--- config.mk ---
export PLATFORM = sky130hd
export DESIGN_NAME = cla_add_sequencer
export DESIGN_NICKNAME = d
export VERILOG_FILES = /design/src/rtl/cla_add_sequencer_pkg.sv /design/src/rtl/cla_add_sequencer_cla4_slice.sv /design/src/rtl/cla_add_sequencer.sv
export SDC_FILE = /design/constraint.sdc
export NUM_CORES = 1
export LEC_CHECK = 0
export CAP_MARGIN = 30
export CORE_MARGIN = 2
export CORE_UTILIZATION = 46
export CTS_CLUSTER_DIAMETER = 60
export DETAILED_ROUTE_END_ITERATION = 10
export GPL_TIMING_DRIVEN = 0
export MAX_ROUTING_LAYER = met4
export PLACE_DENSITY = 0.76
export SETUP_SLACK_MARGIN = 0.2
export SYNTH_ARGS = -nofsm -noshare
export SYNTH_HDL_FRONTEND = slang
export SYNTH_HIERARCHICAL = 1
export SYNTH_SLANG_ARGS = --single-unit
--- constraint.sdc ---
create_clock -name i_clk -period 2.4 [get_ports i_clk]
set_input_delay 0.48 -clock i_clk [delete_from_list [all_inputs] [get_ports i_clk]]
set_output_delay 0.48 -clock i_clk [all_outputs]
set_load 0.01 [all_outputs]
--- src/rtl/cla_add_sequencer_pkg.sv ---
// cla_seq_pkg: shared FSM encoding, slice width and operand-width check for the CLA add sequencer.
package cla_seq_pkg;
  typedef enum logic [1:0] {IDLE, RUN, DONE} state_t;
  localparam int NIBBLE_W = 4;
  function automatic bit width_ok(input int w);
    return (w % NIBBLE_W == 0) && (w >= 2 * NIBBLE_W);
  endfunction
endpackage

--- src/rtl/cla_add_sequencer_cla4_slice.sv ---
// cla4_slice: combinational 4-bit carry-lookahead adder slice.
module cla4_slice (
  input  logic [3:0] a,
  input  logic [3:0] b,
  input  logic       ci,
  output logic [3:0] s,
  output logic       co
);
  logic [3:0] g, p, c;
  assign g = a & b;
  assign p = a | b;
  assign c[0] = ci;
  assign c[1] = g[0] | (p[0] & ci);
  assign c[2] = g[1] | (p[1] & g[0]) | (p[1] & p[0] & ci);
  assign c[3] = g[2] | (p[2] & g[1]) | (p[2] & p[1] & g[0]) | (p[2] & p[1] & p[0] & ci);
  assign co = g[3] | (p[3] & g[2]) | (p[3] & p[2] & g[1]) | (p[3] & p[2] & p[1] & g[0])
            | (p[3] & p[2] & p[1] & p[0] & ci);
  assign s = a ^ b ^ c;
endmodule

--- src/rtl/cla_add_sequencer.sv ---
// cla_add_sequencer: multi-precision adder sequencing one nibble per cycle through a shared 4-bit CLA slice.
// Define CLA_SEQ_SUBTRACT_EN to add the i_sub port for A-B.
module cla_add_sequencer
  import cla_seq_pkg::*;
#(
  parameter int WIDTH = 16
) (
  input  logic             i_clk,
  input  logic             i_rst,
  input  logic             i_valid,
  output logic             o_ready,
  input  logic [WIDTH-1:0] i_a,
  input  logic [WIDTH-1:0] i_b,
  input  logic             i_c,
`ifdef CLA_SEQ_SUBTRACT_EN
  input  logic             i_sub,
`endif
  output logic             o_valid,
  input  logic             i_ready,
  output logic [WIDTH:0]   o_s,
  output logic             o_busy
);
  localparam int NIBBLES = WIDTH / NIBBLE_W;
  localparam int IW = $clog2(NIBBLES);
  if (!width_ok(WIDTH)) begin : g_width_err
    $error("cla_add_sequencer: WIDTH must be a multiple of 4 and >= 8");
  end
  state_t state, state_n;
  logic [WIDTH-1:0] a_r, b_r;
  logic [IW-1:0] idx;
  logic carry, last, co;
  logic [NIBBLE_W-1:0] sum;
  logic [WIDTH-1:0] b_in;
  logic c_in;
`ifdef CLA_SEQ_SUBTRACT_EN
  assign b_in = i_sub ? ~i_b : i_b;
  assign c_in = i_sub ? 1'b1 : i_c;
`else
  assign b_in = i_b;
  assign c_in = i_c;
`endif
  assign last = idx == IW'(NIBBLES - 1);
  cla4_slice u_slice (
    .a (a_r[idx*NIBBLE_W +: NIBBLE_W]),
    .b (b_r[idx*NIBBLE_W +: NIBBLE_W]),
    .ci(carry),
    .s (sum),
    .co(co)
  );
  always_comb begin
    state_n = state;
    if (state == IDLE) state_n = i_valid ? RUN : IDLE;
    else if (state == RUN) state_n = last ? DONE : RUN;
    else state_n = i_ready ? IDLE : DONE;
    o_ready = state == IDLE;
    o_valid = state == DONE;
    o_busy  = state != IDLE;
  end
  always_ff @(posedge i_clk) begin
    if (i_rst) begin
      state <= IDLE;
      a_r   <= '0;
      b_r   <= '0;
      carry <= 1'b0;
      idx   <= '0;
      o_s   <= '0;
    end else begin
      state <= state_n;
      if (state == IDLE && i_valid) begin
        a_r   <= i_a;
        b_r   <= b_in;
        carry <= c_in;
        idx   <= '0;
        o_s   <= '0;
      end else if (state == RUN) begin
        o_s[idx*NIBBLE_W +: NIBBLE_W] <= sum;
        carry <= co;
        idx   <= idx + IW'(1);
        if (last) o_s[WIDTH] <= co;
      end
    end
  end
endmodule

==> out/summary.txt, run 1 <==
outcome: completed
num rows: 27
clk buf depth: 2
CP max-delay cell: mux4_2
ANT cells: 0
DRC violations left: 0
worst-path cell chain: buf_12 -> mux4_2 -> buf_4 -> ha_1 -> nor2_1 -> a21oi_1 -> xor2_2 -> nand4_1 -> a21oi_1
Total GRT Usage: 0.220
I/O Pins: 57
Post-DP Area: 3300 um2
Routability Congestion: 0.845
H-tree Lvls: 2
post-synthesis net count: 360
hold slack: 0.451 ns
CTS clk-pin slew, worst paths: 0.10 ns
Netlist Area Pre-Place: 2650 um2
pre-CTS WS: -0.0502 ns
Slew Viols, Final: 0
highest-count cells in the layout ignoring fill and taps: nand2_1 (81), clkdlybuf4s50_1 (55), dfxtp_1 (52)
library cells used by synthesis: 32
placed insts: 433
most frequent CP cell: a21oi_1
initial antenna violation count: 0
CTS tree: yes
Slew HR: 0.680
Post-Syn Area per Cell: 8.67 um2
Skew-Pair Late Insertion Delay: 0.31 ns
TritonRoute pass-1 iters: 4
Final Hold Viols: 0
CTS Buf Count: 5
DRT Wirelength: 6950 um
Buffers on Ports: 55
# clock sinks: 54
setup ws final: 0.0378 ns
chip height: 79.9 um
largest net degree at the start of global routing: 17
critical path arrival: 2.61 ns
Slew @ Worst Pin: 0.480 ns
core region area: 5540 um2
VDD IR max: 0.436 mV
Area contributors post-synth: dfxtp_1 (41%), nand2_1 (11%), a21oi_1 (10%)
global route overflow: 0
unrepaired setup endpoints after global routing: yes
layout cell share with drive strength beyond 1: 0.184
Yosys reg bits: 54
DR WL/cell: 15.5 um
Initial DRC Count: 139
Die X: 79.9 um
Max-cap violations: 0
Multi-input gate area: 1540 um2
sequential fraction of the synthesis area: 0.408
Post-Route Utilization: 0.658
Final period util: 0.984
Area growth, synth to finish: 37.5%
Root Buffer: clkbuf_8
Seq. cell area: 1090 um2
Fillers: 453
Ys Warns: 6
Nets: 429
vias in the first global route: 2397
skew final: 0.00982 ns
Post-DRT Antenna Nets: 0
commonest non-fill, non-tap cell in the layout: nand2_1
post-synthesis async set-or-reset flop share: 0
Syn Inst Count: 306
Max Freq: 423 MHz
number of synthesized flops with an enable pin: 0
Worst setup SP type: flop
first-pass GRT wire length: 10600 um
Starting Density: 0.479
Data required, critical path: 2.64 ns
Post-Layout Inst Area: 3650 um2
cell taking the most area after synthesis: dfxtp_1
ys flop type: dfxtp_1
Via-to-Cell Ratio: 5.42
P per Cell Area: 530 nW/um2
Layout Cells excl Fill: 448
CP Capture Type: flop
via count: 2428
final setup vio count: 0
area of the die: 6390 um2
Crit Path Class: reg -> reg
critical-path maximum fanout: 7
worst hold path type: reg -> reg
DP Wirelength: 4660 um
max incr delay on CP: 0.54 ns
Period minus WS final: 2.36 ns
P_leak: 0.00133 uW
share of the synthesized area in the top cell type: 0.408
[timing repair]
action | CTS | global route
endpoints found under the setup margin | 18 | 18
setup buffers | 6 | 1
hold buffers | 0 | 0
gates resized for setup | 23 | 18
pin swaps | 7 | 11
[worst paths after layout]
| path | startpoint | to | slack, ns | depth (start not counted) |
|---|---|---|---|---|
| worst max-delay path | idx[0]$_SDFFE_PP0P_ | o_s[14]$_SDFFE_PP0P_ | 0.04 | 9 |
| worst min-delay path | o_s[12]$_SDFFE_PP0P_ | o_s[12]$_SDFFE_PP0P_ | 0.45 | 2 |
| worst max register to register | idx[0]$_SDFFE_PP0P_ | o_s[14]$_SDFFE_PP0P_ | 0.04 | 9 |
| worst min register to register | o_s[12]$_SDFFE_PP0P_ | o_s[12]$_SDFFE_PP0P_ | 0.45 | 2 |
[where the power goes]
group	switching, uW	internal [uW]	total (uW)
Sequential	23.8	934	958
Clock	296	232	528
Combinational	222	226	448
Total	542	1390	1930
[cell usage after synthesis (3+ instances only)]
library cell  count
a21oi_1          53
buf_2             7
nor2_1           11
nand2_1          81
nand3b_1          4
mux4_2            8
nand4_1          17
nor2b_1           5
dfxtp_1          54
ha_1             16
clkbuf_1          5
buf_6             3
inv_1            16
[critical path: cells and delay by family, from the launching register on]
| family | cells | cell delay (ns) |
|---|---|---|
| multiplexers | 1 | 0.54 |
| flip-flops | 1 | 0.41 |
| buffers and inverters | 2 | 0.31 |
| AND/OR/NAND/NOR | 2 | 0.29 |
| AO/OA/AOI/OAI | 2 | 0.29 |
| XOR/XNOR | 1 | 0.28 |
| adder cells (fa/ha/maj) | 1 | 0.17 |
[sequential cells by signal, summed over array words and instances, names as in the netlist]
name / cells
o_s: 17
state: 2
idx: 2
a_r: 16
carry: 1
b_r: 16
[through the flow]
step           setup TNS (ns)  power, uW
2_1_floorplan               0       1190
3_3_place_gp         -0.00280       1320
3_5_place_dp           -0.192       1330
4_1_cts                     0       1890
5_1_grt               -0.0517       2010
6_report                    0       1930
[layer usage]
metal  GRT usage  vias to the layer above  wire [um]
li1            -                     1172          -
met1       0.256                     1151       2810
met2       0.382                       86       3640
met3      0.0351                       19        322
met4      0.0831                        0        180
met5           -                        -          0
[cell families after synthesis]
logic type / Yosys count / synth area share
flops: 54 / 0.408
simple gates: 128 / 0.229
compound gates: 59 / 0.120
mux: 10 / 0.0755
fa+ha+maj: 17 / 0.0830
xor+xnor: 3 / 0.00991
buf+inv: 35 / 0.0745
[cell type report]
| class | count | share of cell area |
|---|---|---|
| plain buffers | 19 | 0.0436 |
| multi-input cells | 217 | 0.421 |
| repair buffers | 62 | 0.170 |
| clock buffers | 6 | 0.0226 |
| well taps | 72 | 0.0247 |
| inverters | 16 | 0.0165 |
| flip-flops and latches | 54 | 0.298 |
| clock inverters | 2 | 0.00343 |
No activity file was read; power rests on OpenSTA's default activity.
==> inputs of run 2 (changes only) <==
- CAP_MARGIN: 30 -> 20
==> results of run 2 <==
No change in the layout: final DEF, timing and power equal those of run 1.
==> inputs of run 3 (changes only) <==
- CORE_UTILIZATION: 46 -> 54
- PLACE_DENSITY: 0.76 -> 0.84
- clock period: 2.4 -> 2.8 ns (I/O delays scaled with it)
==> run 3 against run 2 <==
  * Non-clock buffer count fell by 7
  * Sequential cell count unchanged
  * Final area is 6.2% lower
  * Largest power group unchanged
  * Sequential share of layout area is 1.9 points higher
  * First-iteration DRC count down 12%
  * Combinational power is 31% lower
  * Critical path depth unchanged
  * Critical endpoint is now carry$_SDFFE_PP0P_
==> out/summary.txt, run 3 (synthesized netlist as in run 1, its figures left out) <==
CP delay by family, top: compound AO/OA/AOI/OAI gates
Final period util: 0.902
CTS clk-pin slew, worst paths: 0.10 ns
Buffers on Ports: 55
post-CTS setup buffers: 0
Final Hold Viols: 0
Nets: 422
placed insts: 428
Clock power frac: 0.286
Period minus WS final: 2.52 ns
CTS Buf Count: 5
Net Sw Power: 433 uW
DP Wirelength: 4470 um
Post-DRT Antenna Nets: 0
# clock sinks: 54
Multi-input gate area: 1400 um2
Initial DRC Count: 123
Crit Path Class: reg -> reg
vias in the first global route: 2249
Slew HR: 0.660
Data required, critical path: 3.03 ns
Skew-Pair Late Insertion Delay: 0.31 ns
Slew Viols, Final: 0
cts hold-fix bufs: 0
worst hold path type: reg -> reg
Max Freq: 396 MHz
worst-path cell chain: buf_6 -> mux4_2 -> inv_1 -> ha_1 -> nor2b_1 -> a311o_1 -> a21oi_1 -> mux2i_1 -> a211oi_2
skew final: 0.0117 ns
Via-to-Cell Ratio: 5.35
global route overflow: 0
commonest non-fill, non-tap cell in the layout: nand2_1
P_int: 1150 uW
outcome: completed
biggest regs: o_s x17, a_r x16, b_r x16
Fillers: 359
ANT cells: 0
area of the die: 5490 um2
chip height: 74.1 um
largest net degree at the start of global routing: 16
Total GRT Usage: 0.245
Worst setup SP type: flop
VDD IR max: 0.443 mV
Post-DP Area: 3290 um2
CTS tree: yes
initial antenna violation count: 0
DRC violations left: 0
layout cell share with drive strength beyond 1: 0.106
final setup vio count: 0
highest-count cells in the layout ignoring fill and taps: nand2_1 (81), clkdlybuf4s50_1 (55), dfxtp_1 (53)
Starting Density: 0.562
max incr delay on CP: 0.39 ns
Layout Cells excl Fill: 436
Routability Congestion: 0.867
clk buf depth: 2
Seq. cell area: 1080 um2
combinational share of power: 0.195
TritonRoute pass-1 iters: 4
via count: 2334
Die X: 74.1 um
Root Buffer: clkbuf_8
Sw Ratio: 0.274
unrepaired setup endpoints after global routing: yes
P per Cell Area: 463 nW/um2
critical path arrival: 2.75 ns
critical-path maximum fanout: 10
num rows: 25
CP max-delay cell: dfxtp_4
DRT Wirelength: 5980 um
P_leak: 0.00125 uW
Post-Layout Inst Area: 3420 um2
setup ws final: 0.276 ns
H-tree Lvls: 2
Area growth, synth to finish: 28.9%
DR WL/cell: 13.7 um
Bufs and invs on worst path: 2
CP Capture Type: flop
I/O Pins: 57
Reg with most FFs: o_s
core region area: 4720 um2
sequential share of power: 0.518
Post-Route Utilization: 0.724
Slew @ Worst Pin: 0.510 ns
setup TNS: 0 ns
Max-cap violations: 0
flip-flop count of the largest register after layout: 17
first-pass GRT wire length: 10000 um
pre-CTS WS: -0.229 ns
run 3: changes by cell type in the layout (fill, tap and decap cells not counted), sizes merged:
cell,change
clkbuf,-1
clkinvlp,-1
buf,-5
run 3: per-stage QoR:
| stage | total power (uW) | hold slack, ns |
|---|---|---|
| after floorplan | 1020 | 0.433 |
| after global placement | 1120 | 0.435 |
| after detailed placement | 1130 | 0.440 |
| after CTS | 1570 | 0.452 |
| after global routing | 1650 | 0.473 |
| final | 1580 | 0.451 |
run 3: tightest hold or removal path: cells and delay by family, from the launching register on:
| family | cells | cell delay, ns |
|---|---|---|
| AO/OA/AOI/OAI | 1 | 0.05 |
| flip-flops | 1 | 0.32 |
| AND/OR/NAND/NOR | 1 | 0.05 |
run 3: area by class of cell:
| class | count | area share |
|---|---|---|
| plain buffers | 19 | 0.0424 |
| clock buffers | 7 | 0.0252 |
| inverters | 16 | 0.0176 |
| clock inverters | 1 | 0.00146 |
| multi-input cells | 217 | 0.411 |
| flip-flops and latches | 54 | 0.317 |
| well taps | 67 | 0.0245 |
| repair buffers | 55 | 0.161 |
run 3: power by group through the flow:
stage | sequential, uW | clock (uW) | combinational (uW)
after floorplan | 833 | 0 | 188
after global placement | 836 | 0 | 287
after detailed placement | 838 | 0 | 295
after CTS | 820 | 454 | 299
after global routing | 825 | 481 | 341
final | 820 | 453 | 308
run 3: per-layer routing:
| metal | global-route usage | vias to the layer above | part of all wire |
|---|---|---|---|
| met2 | 0.407 | 70 | 0.50 |
| met3 | 0.0474 | 13 | 0.058 |
| met1 | 0.300 | 1096 | 0.42 |
| li1 | - | 1155 | - |
| met4 | 0.0828 | 0 | 0.020 |
| met5 | - | - | 0 |
run 3: path summary, 6_finish.rpt:
kind	start	end	slack (ns)	cells after the start
max	idx[0]$_SDFFE_PP0P_	carry$_SDFFE_PP0P_	0.28	9
min	o_s[9]$_SDFFE_PP0P_	o_s[9]$_SDFFE_PP0P_	0.45	2
max reg2reg	idx[0]$_SDFFE_PP0P_	carry$_SDFFE_PP0P_	0.28	9
min reg2reg	o_s[9]$_SDFFE_PP0P_	o_s[9]$_SDFFE_PP0P_	0.45	2
run 3: timing repair:
action	4_1_cts	5_1_grt
cloned	0	0
setup endpoints to repair	10	8
pin swaps	0	3
resized for setup	4	8
